### src/rtl/march_sequencer_pkg.sv
// rtl/march_sequencer_pkg.sv - shared types and March C- element table for the sequencer
package march_sequencer_pkg;

  localparam int ADDR_WIDTH = 8;

  localparam logic ADMD_LIUD = 1'b0;
  localparam logic ADMD_PRUD = 1'b1;

  localparam int NUM_ELEMS = 6;
  localparam int ELEM_W    = 3;
  localparam logic [ELEM_W-1:0] LAST_ELEM = ELEM_W'(NUM_ELEMS - 1);

  typedef enum logic [1:0] {
    ST_IDLE,
    ST_INIT,
    ST_OP,
    ST_FIN
  } state_e;

  // One bit per element, indexed by element number (bits 7:6 unused).
  localparam logic [7:0] ELEM_DOWN    = 8'b0001_1000;
  localparam logic [7:0] ELEM_TWO_OPS = 8'b0001_1110;
  localparam logic [7:0] OP0_READ     = 8'b0011_1110;
  localparam logic [7:0] OP0_DATA     = 8'b0001_0100;
  localparam logic [7:0] OP1_DATA     = 8'b0000_1010;

  typedef struct packed {
    logic is_read;
    logic data;
    logic is_last;
    logic dir;
  } rom_entry_t;

endpackage

### src/rtl/march_rom.sv
// rtl/march_rom.sv - combinational (element, op) lookup for the March C- algorithm
module march_rom
  import march_sequencer_pkg::*;
(
  input  logic [ELEM_W-1:0] elem_i,
  input  logic              op_i,
  output rom_entry_t        entry_o
);

  always_comb begin
    entry_o         = '0;
    entry_o.dir     = ELEM_DOWN[elem_i];
    entry_o.is_last = op_i | ~ELEM_TWO_OPS[elem_i];
    if (!op_i) begin
      entry_o.is_read = OP0_READ[elem_i];
      entry_o.data    = OP0_DATA[elem_i];
    end else begin
      // The second op of every two-op element is a write.
      entry_o.is_read = 1'b0;
      entry_o.data    = OP1_DATA[elem_i];
    end
  end

endmodule

### src/rtl/march_sequencer.sv
// rtl/march_sequencer.sv - March C- control FSM driving address_counter and memory strobes
module march_sequencer
  import march_sequencer_pkg::*;
#(
  parameter int tasw = ADDR_WIDTH
) (
  input  logic              clk,
  input  logic              rst,
  input  logic              start_in,
  input  logic              admd_in,
  output logic              s_out,
  output logic              r_out,
  output logic              hold_out,
  output logic              updwn_out,
  output logic              we_out,
  output logic              re_out,
  output logic              wd_out,
  output logic              exp_out,
  output logic [ELEM_W-1:0] elem_out,
  output logic              busy_out,
  output logic              done_out
);

  // Last visit index: LIUD walks all 2^tasw addresses, PRUD skips the LFSR zero state.
  localparam logic [tasw:0] LAST_LIUD = {1'b0, {tasw{1'b1}}};
  localparam logic [tasw:0] LAST_PRUD = LAST_LIUD - {{tasw{1'b0}}, 1'b1};

  state_e              state_q, state_d;
  logic [ELEM_W-1:0]   elem_q, elem_d;
  logic                op_q, op_d;
  logic [tasw:0]       visit_q, visit_d;
  logic [tasw:0]       visit_last;
  rom_entry_t          rom;

  march_rom u_rom (
    .elem_i  (elem_q),
    .op_i    (op_q),
    .entry_o (rom)
  );

  assign visit_last = (admd_in == ADMD_PRUD) ? LAST_PRUD : LAST_LIUD;
  assign elem_out   = elem_q;

  always_ff @(posedge clk) begin
    if (rst) begin
      state_q <= ST_IDLE;
      elem_q  <= '0;
      op_q    <= 1'b0;
      visit_q <= '0;
    end else begin
      state_q <= state_d;
      elem_q  <= elem_d;
      op_q    <= op_d;
      visit_q <= visit_d;
    end
  end

  always_comb begin
    state_d   = state_q;
    elem_d    = elem_q;
    op_d      = op_q;
    visit_d   = visit_q;
    s_out     = 1'b0;
    r_out     = 1'b0;
    hold_out  = 1'b1;
    updwn_out = 1'b0;
    we_out    = 1'b0;
    re_out    = 1'b0;
    wd_out    = 1'b0;
    exp_out   = 1'b0;
    busy_out  = 1'b0;
    done_out  = 1'b0;

    case (state_q)
      ST_IDLE: begin
        if (start_in) begin
          state_d = ST_INIT;
          elem_d  = '0;
          op_d    = 1'b0;
          visit_d = '0;
        end
      end

      ST_INIT: begin
        busy_out  = 1'b1;
        updwn_out = rom.dir;
        s_out     = ~rom.dir;
        r_out     = rom.dir;
        state_d   = ST_OP;
      end

      ST_OP: begin
        busy_out  = 1'b1;
        updwn_out = rom.dir;
        re_out    = rom.is_read;
        we_out    = ~rom.is_read;
        exp_out   = rom.is_read & rom.data;
        wd_out    = ~rom.is_read & rom.data;
        // The counter only steps on the last op of each address visit.
        hold_out  = ~rom.is_last;
        if (!rom.is_last) begin
          op_d = op_q + 1'b1;
        end else if (visit_q != visit_last) begin
          op_d    = 1'b0;
          visit_d = visit_q + 1'b1;
        end else if (elem_q != LAST_ELEM) begin
          elem_d  = elem_q + 1'b1;
          op_d    = 1'b0;
          visit_d = '0;
          state_d = ST_INIT;
        end else begin
          state_d = ST_FIN;
        end
      end

      ST_FIN: begin
        done_out = 1'b1;
        elem_d   = '0;
        op_d     = 1'b0;
        visit_d  = '0;
        state_d  = ST_IDLE;
      end

      default: state_d = ST_IDLE;
    endcase
  end

endmodule

### config.mk
export PLATFORM = sky130hd
export DESIGN_NAME = march_sequencer
export DESIGN_NICKNAME = d
export VERILOG_FILES = /design/src/rtl/march_sequencer_pkg.sv /design/src/rtl/march_rom.sv /design/src/rtl/march_sequencer.sv
export SDC_FILE = /design/constraint.sdc
export NUM_CORES = 1
export LEC_CHECK = 0
export BUFFER_PORTS_ARGS = -buffer_cell sky130_fd_sc_hd__buf_2
export CORE_MARGIN = 2
export CORE_UTILIZATION = 55
export DETAILED_ROUTE_END_ITERATION = 7
export PLACE_DENSITY_LB_ADDON = 0.12
export SLEW_MARGIN = 30
export SYNTH_ARGS = -nofsm -noshare
export SYNTH_HDL_FRONTEND = slang
export SYNTH_SLANG_ARGS = --single-unit
export TNS_END_PERCENT = 5
### constraint.sdc
create_clock -name clk -period 2.47 [get_ports clk]
set_input_delay 0.1235 -clock clk [delete_from_list [all_inputs] [get_ports clk]]
set_output_delay 0.1235 -clock clk [all_outputs]
set_load 0.05 [all_outputs]
; ---- Word-level counts from Yosys, hierarchy flattened
; Memory sizes are Yosys's and may differ from the RTL's. A register that Yosys moved wholly into a read port is not among the register bits.
; Index checks and enable logic that the tools add are counted.
[op_classes]
n_addsub = 3
order_cmp = 1
n_eq_ne = 11
muxes = 47
bitwise = 7
reduce_logical = 7
[op_table]
columns = op, n
row1 = 2-to-1 mux 3 bit, 14
row2 = 2-to-1 mux 9 bit, 4
row3 = one-hot mux 9 bit (3 select lines), 1
row4 = 2-to-1 mux 1 bit, 20
row5 = 2-to-1 mux 2 bit, 5
row6 = "adder 9 x 1 -> 9 bit, second input constant", 1
row7 = inequality test 9 x 8 -> 1 bit, 1
row8 = one-hot mux 3 bit (3 select lines), 1
row9 = "inequality test 2 bit, second input constant", 4
row10 = one-hot mux 2 bit (4 select lines), 1
row11 = "inequality test 3 bit, second input constant", 2
row12 = AND reduction 3 bit, 2
row13 = AND reduction 5 bit, 1
row14 = "== test 2 bit, second input constant", 2
row15 = "less-than comparator 3 x 4 -> 1 bit, second input constant", 1
row16 = "inequality test 4 bit, second input constant", 1
row17 = inverter 1 bit, 4
row18 = AND reduction 4 bit, 1
row19 = "adder 3 x 1 -> 3 bit, second input constant", 1
row20 = one-hot mux 1 bit (3 select lines), 1
row21 = nonzero test 3 bit, 1
row22 = bitwise AND 1 bit, 2
row23 = "== test 2 x 1 -> 1 bit, second input constant", 1
row24 = logical NOT 2 bit, 1
row25 = other kinds (3), 3
[word_totals]
reg_bits = 15
romBits = 40
inputBits = 4
output_inout_bits = 13
n_memories = 5
[memory_table]
columns = name, words, word_bits, rd, rd_ports_with_merged_regs, write_ports, line_no
row1 = (name not given), 8, 1, 1, 1, 0, march_rom.sv:13  ; entry_o.is_last = op_i | ~ELEM_TWO_OPS[elem_i];
row2 = (name not given), 8, 1, 1, 1, 0, march_rom.sv:16  ; entry_o.data = OP0_DATA[elem_i];
row3 = (name not given), 8, 1, 1, 1, 0, march_rom.sv:20  ; entry_o.data = OP1_DATA[elem_i];
row4 = (name not given), 8, 1, 1, 1, 0, march_rom.sv:12  ; entry_o.dir = ELEM_DOWN[elem_i];
row5 = (name not given), 8, 1, 1, 1, 0, march_rom.sv:15  ; entry_o.is_read = OP0_READ[elem_i];

; ---- Logic depth before layout (Yosys ltp)
[logic_depth]
ltp_word = 8
depth_mapped = 9

; ---- Hierarchy
; A second synthesis with hierarchy kept.
[unflattened]
cells_unflattened = 133
hier_area_um2 = 1107.3
[by_module_without_submodules]
columns = mod, n_inst, cells_per_inst, area_per_inst_um2
row1 = march_sequencer, 1, 122, 1036.0
row2 = march_rom, 1, 11, 71.3

; ---- Worst setup path before layout
; OpenSTA, ideal clock, no wires.
[synth_path]
kind = flip-flop to output port
start = register state_q[0]
end = output wd_out
arrival_time_ns = 2.378
required_ns = 2.346
setup_slack_ns = -0.031
path_stages_with_launch = 6
path_buffers = 0
cell_sequence = dfxtp_1 -> inv_1 -> ha_1 -> inv_1 -> a21oi_1 -> nor2b_1
[synth_via]
elab_chain_len = 2
[synth_rtl]
columns = element, line_no
row1 = from (decl), march_sequencer.sv:28  ; state_e state_q, state_d;
row2 = from (signal assigned), march_sequencer.sv:51  ; state_q <= state_d;
row3 = == test 2 bit, march_sequencer.sv:74  ; case (state_q)
row4 = 2-to-1 mux 1 bit, march_sequencer.sv:74
row5 = to (decl), march_sequencer.sv:17  ; output logic wd_out,
; No other way between the ends.

==> metrics.cfg <==
[floorplan]
core_area_sq_um = 1960
die_w_um = 49.5
die_y_um = 49.5
initial_utilization_pct = 57.9
dieArea_sq_um = 2450
ios = 17
rows = 16

[synthesis]
ys_async_sr_fraction_pct = 0
synthFlopType = dfxtp_1
synth_fp_nets = 138
synth_area_sq_um = 1140
ys_types = 42
yosys.area.top_type_share_pct = 35.2
yosys_warnings = 0
synth_edf_count = 0
synthCells = 126
synth-seq-cells = 20
synthTopCellsByCount = 20 x dfxtp_1, 16 x nor2_1, 8 x ha_1, 8 x xor2_1, 7 x nand4_1
synth_top_cells_by_area = dfxtp_1 35%, ha_1 8.8%, xor2_1 6.2%, nor2_1 5.3%, nand4_1 3.9%
yosysTopAreaCell = dfxtp_1
ys_seq_area_share_pct = 35.2
synth.most_common_cell = dfxtp_1
syn_area_per_cell_sq_um = 9.02

[power]
power_density_nw_per_um2 = 745
vdd_ir_drop_max_mv = 0.360
p_leak_uw = 0.000573

[setup_path]
crit_type = flip-flop to flip-flop
crit_chain = inv_1 -> ha_1 -> nor2b_1 -> or2_2 -> nor4_1 -> a211oi_2 -> a311o_1 -> nand2_1
startpoint_type = flip-flop
cpPeakStageDelay_ns = 0.45
cp.required_ns = 2.73
endpoint_kind = flip-flop
arrival_ns = 2.56
cp_slowest_cell = dfxtp_1
worst-path-max-fanout = 7

[drt]
detailroute.via_count = 995
drt_iter0_markers = 17
vias_per_cell = 5.75
antenna_left = 0
post-route-drc-count = 0
routedWlPerCell_um = 13.3
dr.pass1.iters = 4
routed_wl_um = 2310

[global_routing]
grt_first_pass_wirelength_um = 4000
antenna_found_initial = 0
grt_pass1_vias = 928
grt_use_total_pct = 21.2
grt_max_degree = 13
globalRoute.totalOverflow = 0

[sta]
skew_ns = 0.00400
slew_headroom_pct = 65.0
grt_setup_unrepaired = no
hold_violations = 0
slew_viol_final = 0
post-route-period-util_pct = 93.0
fin_crit_ns = 2.30
max_freq_mhz = 435
worstMarginPinSlew_ns = 0.524
setup_viol = 0
holdWs_ns = 0.0849
finalSetupTns_ns = 0

[layout]
nNetsFinal = 159
seq_area_sq_um = 400
multi_input_area_sq_um = 693
nFillCells = 179
insertedDiodeCount = 0
syn2layout_area_growth_pct = 14.9
layout-drive-gt1-share_pct = 24.0

[clocking]
cts_buffers = 3
clkTransAtPathRegs_ns = 0.12
root_buffer = clkbuf_4
clockBufferDepth = 2
post_cts_resized = 0
htreeDepth = 1
clock-sinks = 20
post_cts_buffers = 0
ctsHoldBuffers = 0
clock_latency_ns = 0.31
cts_tree = built

[status]
status = finished, final reports clean

[placement]
gp_congestion = 0.819
dp_hpwl_um = 1780
numPortBuffers = 16

[run]
drv_cap = 0

[hold_path]
hp-class = input pin to flip-flop

==> final cells by class <==
class                   count  share of cell area, %
well taps                  27                   2.59
inverters                   6                   1.73
clock buffers               3                   1.73
clock inverters             1                   2.30
flip-flops and latches     20                   30.7
repair buffers             19                   7.86
multi-input cells          97                   53.1
==> metrics by stage <==
| step | util, % | power [uW] | std cells | setup WS [ns] | instance area, sq um |
|---|---|---|---|---|---|
| detailed placement | 63.8 | 711 | 169 | 0.198 | 1250 |
| global route | 66.5 | 1020 | 173 | 0.0276 | 1310 |
| finish | 66.5 | 973 | 173 | 0.172 | 1310 |
| global placement | 63.8 | 699 | 169 | 0.298 | 1250 |
| floorplan | - | 629 | 126 | 0.158 | 1140 |
| CTS | 66.5 | 983 | 173 | 0.183 | 1310 |
==> per-layer routing <==
layer	global-route usage [%]	up-vias	routed length, um
li1	-	491	-
met1	25.7	469	1090
met3	4.85	4	108
met4	6.94	0	34
met2	36.9	31	1070
met5	0	-	0
==> final timing paths <==
check / startpoint / to / slack (ns) / cells after the start
min: rst / state_q[1]$_SDFFE_PP0P_ / 0.08 / 2
max: state_q[0]$_SDFFE_PP0P_ / flip-flop / 0.17 / 8
max reg2reg: state_q[0]$_SDFFE_PP0P_ / flip-flop / 0.17 / 8
min reg2reg: state_q[1]$_SDFFE_PP0P_ / state_q[1]$_SDFFE_PP0P_ / 0.53 / 2
==> critical path: cells and delay by family, from the launching register on <==
family | cells | cell delay [ns]
buf+inv | 1 | 0.10
flops | 1 | 0.45
compound gates | 2 | 0.54
fa+ha+maj | 1 | 0.22
simple gates | 4 | 0.95
==> cell usage in the layout (no fill, tap or decap), types with 2 or more instances in the layout <==
cell,netlist,layout
ha_1,8,8
xnor2_1,2,2
clkbuf_4,0,3
a21oi_1,5,5
dfxtp_1,20,20
nor2_1,16,16
a31oi_1,2,2
and3_1,5,5
and2_1,3,3
buf_2,0,16
nand3_1,3,3
o21ai_0,2,2
xor2_1,8,8
nand2_1,6,6
mux2i_1,2,2
nand4_1,7,7
nor2b_1,4,3
buf_4,1,3
inv_1,6,6
a211oi_2,2,2
==> power by group <==
part | switching (uW) | internal, uW
clock | 106 | 164
sequential | 19.5 | 340
combinational | 230 | 113
==> cell families after synthesis <==
logic type      Yosys count  share of synthesized area [%]
simple gates             55                           27.3
compound gates           22                           15.2
flops                    20                           35.2
xor+xnor                 10                           7.71
buf+inv                   9                           3.96
fa+ha+maj                 8                           8.81
mux                       2                           1.76
Note: power is estimated with default switching activity, not from simulation.
